--- src/rtl/fir_out_fifo.sv ---
// Output FIFO behind the FIR filter: registered storage with a valid/ready read
// side and a drop-on-full write side. Optional drop counter: FIR_OUT_FIFO_DROPCNT_EN.
module fir_out_fifo #(
  parameter int DW    = 19,
  parameter int DEPTH = 8,
  parameter int AW    = 3
) (
  input  logic          clock,
  input  logic          reset,
  input  logic          in_valid,
  input  logic [DW-1:0] in_data,
  output logic          out_valid,
  input  logic          out_ready,
  output logic [DW-1:0] out_data,
  output logic [AW:0]   level,
  output logic          full,
  output logic          empty,
  output logic          overflow,
  input  logic          clr_ovf,
  output logic [7:0]    drop_count
);

  localparam logic [AW:0] LVL_FULL = (AW+1)'(DEPTH);

  logic [DW-1:0] mem [DEPTH];
  logic [AW-1:0] wr_ptr_q, wr_ptr_d, rd_ptr_q, rd_ptr_d;
  logic [AW:0]   level_q, level_d;
  logic          ovf_q, ovf_d;
  logic          push, pop, drop;

  assign empty     = (level_q == '0);
  assign full      = (level_q == LVL_FULL);
  assign out_valid = !empty;
  assign out_data  = mem[rd_ptr_q];
  assign level     = level_q;
  assign overflow  = ovf_q;

  // A pop in the same cycle frees the slot, so a full FIFO still accepts.
  assign pop  = out_valid && out_ready;
  assign push = in_valid && (!full || pop);
  assign drop = in_valid && full && !pop;

  always_comb begin
    wr_ptr_d = wr_ptr_q;
    rd_ptr_d = rd_ptr_q;
    level_d  = level_q;
    ovf_d    = ovf_q;
    if (push) wr_ptr_d = wr_ptr_q + AW'(1);
    if (pop)  rd_ptr_d = rd_ptr_q + AW'(1);
    case ({push, pop})
      2'b10:   level_d = level_q + (AW+1)'(1);
      2'b01:   level_d = level_q - (AW+1)'(1);
      default: level_d = level_q;
    endcase
    if (drop)         ovf_d = 1'b1;
    else if (clr_ovf) ovf_d = 1'b0;
  end

  always_ff @(posedge clock or negedge reset) begin
    if (!reset) begin
      wr_ptr_q <= '0;
      rd_ptr_q <= '0;
      level_q  <= '0;
      ovf_q    <= 1'b0;
    end else begin
      wr_ptr_q <= wr_ptr_d;
      rd_ptr_q <= rd_ptr_d;
      level_q  <= level_d;
      ovf_q    <= ovf_d;
    end
  end

  // Storage is deliberately left out of reset.
  always_ff @(posedge clock) begin
    if (push) mem[wr_ptr_q] <= in_data;
  end

`ifdef FIR_OUT_FIFO_DROPCNT_EN
  logic [7:0] dcnt_q, dcnt_d;

  always_comb begin
    dcnt_d = dcnt_q;
    if (clr_ovf)                   dcnt_d = drop ? 8'd1 : 8'd0;
    else if (drop && dcnt_q != '1) dcnt_d = dcnt_q + 8'd1;
  end

  always_ff @(posedge clock or negedge reset) begin
    if (!reset) dcnt_q <= '0;
    else        dcnt_q <= dcnt_d;
  end

  assign drop_count = dcnt_q;
`else
  assign drop_count = '0;
`endif

endmodule

--- config.mk ---
export PLATFORM = sky130hd
export DESIGN_NAME = fir_out_fifo
export DESIGN_NICKNAME = d
export VERILOG_FILES = /design/src/rtl/fir_out_fifo.sv
export SDC_FILE = /design/constraint.sdc
export NUM_CORES = 1
export LEC_CHECK = 0
export ABC_AREA = 1
export ABC_CLOCK_PERIOD_IN_PS = 3800
export CAP_MARGIN = 20
export CORE_MARGIN = 5
export CORE_UTILIZATION = 50
export DETAILED_ROUTE_END_ITERATION = 8
export DONT_BUFFER_PORTS = 1
export GPL_TIMING_DRIVEN = 0
export HOLD_SLACK_MARGIN = 0.1
export REMOVE_ABC_BUFFERS = 1
export SETUP_SLACK_MARGIN = 0.3
export SLEW_MARGIN = 40
export SYNTH_ARGS = -nofsm -noshare
export SYNTH_HDL_FRONTEND = slang
export SYNTH_SLANG_ARGS = --single-unit
--- constraint.sdc ---
create_clock -name clock -period 3.8 [get_ports clock]
set_input_delay 0.76 -clock clock [delete_from_list [all_inputs] [get_ports clock]]
set_output_delay 0.76 -clock clock [all_outputs]
set_load 0.1 [all_outputs]
======== Word level (Yosys, flattened, before mapping) ========
Memories as Yosys holds them, arrays and structs flattened.
Cells that the tools add are included.
W data, S select, Z words.
storage, ports and cells
  register bits after elaboration ......... 11
  latch bits .............................. 0
  bits in writable memories ............... 152
  memory bits (read-only) ................. 0
  input port bits ......................... 24
  word-level logic and storage cells ...... 28
  memories ................................ 1
memory list
  memory  words  bits a word  read ports  clocked after Yosys merged registers in  wr ports  RTL line  text
  mem     8      19           1           0                                        1         25        logic [DW-1:0] mem [DEPTH];
operators by class
  $add $sub $neg .......................... 4
  multipliers ............................. 0
  divide/modulo/power cells ............... 0
  magnitude comparators ................... 0
  equal/unequal tests ..................... 3
  shift operators ......................... 0
  multiplexer cells ....................... 5
  bitwise operators ....................... 0
  reduce and logical (&&, ||, !) cells .... 11
operators with widths
  kind                   count
  $pmux W4 S2            1
  $add A3 B1 Y3 const B  2
  $add A4 B1 Y4 const B  1
  $eq A4 B4 Y1 const B   1
  $logic_and A1 B1 Y1    4
  $logic_not A4 Y1       1
  $mux W1                4
  $reduce_bool A2 Y1     2
  $sub A4 B1 Y4 const B  1
  $logic_not A1 Y1       3
  $eq A2 B1 Y1 const B   1
  $eq A2 B2 Y1 const B   1
  $logic_or A1 B1 Y1     1

======== Longest topological paths before layout ========
  depth in word-level cells ............... 7
  gate-level depth with buffers ........... 12

======== Least setup slack after synthesis ========
OpenSTA, ideal clock, no wires.
  path kind ............................... register -> register
  start ................................... register level_q[3], in the netlist level[3]
  end ..................................... memory mem[7][0] (enable)
  arrival time ............................ 3.325 ns
  required time ........................... 3.381 ns
  path slack .............................. 0.056 ns
  stages on the path, launching flop included .. 7
  clock period less this slack ............ 3.744 ns
  cells stage by stage .................... dfrtp_1 -> nor2_1 -> nand2_2 -> nand2_2 -> nand2_2 -> nand2_2 -> nor3_1
on the way
  word-level cells in the longest chain between the ends .. 7
RTL lines
  element                        RTL line  text
  start, declared                27        logic [AW:0] level_q, level_d;
  start signal, assigned         68        level_q <= level_d;
  $logic_not A4 Y1               31        assign empty = (level_q == '0);
  $logic_not A1 Y1               33        assign out_valid = !empty;
  net out_valid                  12        output logic out_valid,
  $logic_and A1 B1 Y1            39        assign pop = out_valid && out_ready;
  $logic_or A1 B1 Y1             40        assign push = in_valid && (!full || pop);
  $logic_and A1 B1 Y1            40
  $mux W1                        75        if (push) mem[wr_ptr_q] <= in_data;
  $mux W1 (not written as such)  75
  end, declared                  25
The timed path passes the listed nets, and every way through them passes these cells.

======== Final worst setup path ========
  start ................................... register rd_ptr_q[0]
  end ..................................... output port out_data[1]
on the way
  word-level cells in the longest chain between the ends .. 1
RTL lines
  element                 RTL line  text
  start, declared         26        logic [AW-1:0] wr_ptr_q, wr_ptr_d, rd_ptr_q, rd_ptr_d;
  start signal, assigned  67        rd_ptr_q <= rd_ptr_d;
  $mem_v2 Z8 W19          -
  end, declared           14        output logic [DW-1:0] out_data,
Every way passes these cells.

==> impl_summary.txt <==
----------------------------------------------------
[Run status]
  Run status ... finished clean

[Yosys]
  Post-synthesis cell type with the largest combined area ... sky130_fd_sc_hd__edfxtp_1
  Async S/R FF share, synth ... 6.75%
  Most frequent cells after synthesis ... sky130_fd_sc_hd__edfxtp_1, sky130_fd_sc_hd__nor2_1, sky130_fd_sc_hd__nand2_1, sky130_fd_sc_hd__o21ai_0, sky130_fd_sc_hd__o21ai_1
  Top FF cell, synth ... sky130_fd_sc_hd__edfxtp_1
  Share of the synthesized area in the top cell type ... 68.5%
  Count of different cell masters after synthesis ... 28
  EDFF count, synth ... 152
  Cell count after synthesis ... 515
  Average cell area after synthesis ... 12.9 um^2
  Sequential fraction of the synthesis area ... 72.6%
  Mapped Area ... 0.00666 mm^2
  Flops & latches, synth ... 163
  Synth warn ... 0
  Leading cell types by total area after synthesis ... sky130_fd_sc_hd__edfxtp_1, sky130_fd_sc_hd__nor2_1, sky130_fd_sc_hd__dfrtp_1
  Most frequent cell after synthesis ... sky130_fd_sc_hd__edfxtp_1

[Global route]
  Initial antenna violation count ... 0
  Largest net degree at the start of global routing ... 59
  First-pass GRT wire length ... 20600 um
  Grt total ovfl ... 0
  Tot GR Track Use ... 17.3%
  Via count of the first global-routing pass ... 3737

[Clock tree]
  CTS sink count ... 163
  Clock tree root buffer cell ... sky130_fd_sc_hd__clkbuf_16
  CTS clock-pin slew for the worst setup and hold paths ... 0.06 ns
  Maximum number of buffers from clock root to sink ... 2
  Clock buffers created by TritonCTS ... 17
  Clock network latency to the later pin of the worst-skew pair ... 0.41 ns
  CTS tree ... built
  # H-tree levels ... 4

[Hold path]
  Type of the worst min-delay path ... in -> reg
  Hold path startpoint ... in_data[14]
  Endpoint of the worst hold path ... mem[1][14]
  Number of cells on the worst hold path ... 0

[Detailed routing]
  DR WL/cell ... 18.2 um
  Routed vias/inst ... 5.30
  Routed via count ... 3787
  DRC violation total after the first TritonRoute iteration ... 312
  Remaining DRCs ... 0
  Detailed-routing iteration count for the pre-antenna-repair pass ... 5
  Residual antenna-violating net count after detailed routing ... 0
  Wirelength, routed ... 13000 um

[Setup path]
  Crit-path max cell delay ... 0.66 ns
  Slowest stage cell, crit path ... sky130_fd_sc_hd__dfrtp_4
  Critical Path Source Type ... flip-flop
  Worst path cell trace ... buf_12, inv_6, o21ai_0, o21ai_1, nand2_1, nand2_2
  Endpoint type of the worst setup path ... primary output
  Worst Reg2Reg Path Length in Cells ... 7
  Worst reg2reg startpoint ... level[3]
  R2R Path End ... mem[2][9]
  Data arrival, critical path ... 2.57 ns
  Required arrival time at the worst endpoint ... 3.04 ns
  Crit Path Max Fanout ... 58
  Critical path start-end classification ... reg -> out
  Flop2flop setup slack ... 0.76 ns

[Timing]
  RSZ-0062 raised after global routing ... no
  Transition time at the pin with the least slew margin ... 0.867 ns
  Crit path setup slack, layout ... 0.471 ns
  Max-slew violation total from the final report ... 0
  Maximum clock skew at final layout ... 0.00681 ns
  Fraction of the cycle the final worst path needs ... 87.6%
  Final Hold Fails ... 0
  Shortest clock period the worst path allows after layout ... 3.33 ns
  Worst hold-check slack ... 0.439 ns
  Upper clock frequency limit ... 300 MHz
  Final-report setup violation count ... 0
  Max-Slew Margin vs Limit ... 42.1%

[Cells and area]
  Final cell area excluding filler cells ... 0.00753 mm^2
  FF/Latch Area ... 0.00485 mm^2
  Synthesis-to-finish area growth ... 13.1%
  Number of inserted filler cells in the final layout ... 1069
  Antenna cell count ... 0
  Area of the multi-input gates ... 0.00166 mm^2
  Fraction of final layout cells with drive strength greater than 1 ... 16.5%
  Count of nets after finishing ... 557

[Job]
  Maxcap violations ... 0

[Die]
  Top-level port count ... 59
  Number of cell rows ... 42
  Die extent in y ... 125 um
  Die X ... 125 um
  Initial core utilization ... 50.7%
  Full die area ... 0.0157 mm^2
  Core Region ... 0.0131 mm^2

[Placed design]
  Total of buffers placed on input and output ports ... 0
  Pre-CTS worst setup slack ... 0.717 ns
  Final weighted congestion in routability-driven placement ... 0.759
  DPL Wire Length ... 8110 um
  Instance area at placement ... 0.00701 mm^2

----------------------------------------------------
-- worst max-delay path: cells and delay by family, from the launching register on --
family | cells | cell delay, ns
flops | 1 | 0.66
simple gates | 2 | 0.51
buf+inv | 2 | 0.64
compound gates | 2 | 0.30
-- final cells by class --
class / instances / share of cell area, %
sequential: 163 / 64.4
multi-input combinational: 309 / 22.0
clock buffer: 21 / 5.85
timing repair buffer: 21 / 3.11
tap: 176 / 2.92
clock inverter: 8 / 0.864
inverter: 16 / 0.864
-- through the flow --
step / setup TNS (ns) / util, % / instances
final: 0 / 57.4 / 714
after global routing: 0 / 57.4 / 714
after CTS: 0 / 57.3 / 714
after detailed placement: 0 / 53.4 / 684
after global placement: -177.77 / 50.8 / 664
after floorplan: -5.63 / - / 488
-- timing repair --
action	4_1_cts	5_1_grt
endpoints found under the hold margin	11	0
endpoints found under the setup margin	1	1
hold buffers	1	0
gates resized for setup	1	1
buffers inserted	0	0
-- cell usage in the layout (no fill, tap or decap), drive strengths merged --
cell type,count
dlygate4sd3,1
edfxtp,152
clkinv,7
inv,16
ha,4
mux2,1
nand2,72
nand3,10
buf,20
clkbuf,21
bufinv,1
o21ai,77
mux2i,19
a21oi,3
o22ai,20
dfrtp,11
xor2,4
conb,8
xnor2,1
nor2,85
nor3,4
fa,1
-- layer usage --
layer / global-route usage [%] / vias to the layer above / part of all wire [%]
met4: 7.21 / 0 / 1.9
met1: 22.5 / 1834 / 44
met2: 26.9 / 82 / 49
met5: 0 / - / 0
li1: - / 1849 / -
met3: 5.54 / 22 / 5.7
-- state kept, by name (all words and copies together), names as in the netlist --
| name | flops |
|---|---|
| level | 4 |
| overflow | 1 |
| wr_ptr_q | 3 |
| mem | 152 |
| rd_ptr_q | 3 |
-- kinds of logic after synthesis --
kind of cell | Yosys count | share of synthesized area [%]
simple gates | 171 | 10.2
flops | 163 | 72.6
compound gates | 100 | 7.89
buf+inv | 50 | 4.45
mux | 20 | 3.02
fa+ha+maj | 5 | 1.05
xor+xnor | 5 | 0.657
other cells | 1 | 0.0563
-- worst max path at each step --
| stage | startpoint | endpoint | slack (ns) | cells past startpoint |
|---|---|---|---|---|
| final | rd_ptr_q[0] | out_data[1] | 0.47 | 6 |
| after global routing | rd_ptr_q[0] | out_data[13] | 0.30 | 6 |
| after CTS | rd_ptr_q[0] | out_data[1] | 0.43 | 6 |
| after detailed placement | level[3] | mem[2][14] | 0.72 | 7 |
| after global placement | rd_ptr_q[0] | out_data[3] | -1.93 | 5 |
| after floorplan | rd_ptr_q[0] | out_data[3] | -0.31 | 5 |
Power is not shown: default switching activity piles up to over one toggle a cycle in this logic, so the estimate is an artifact.
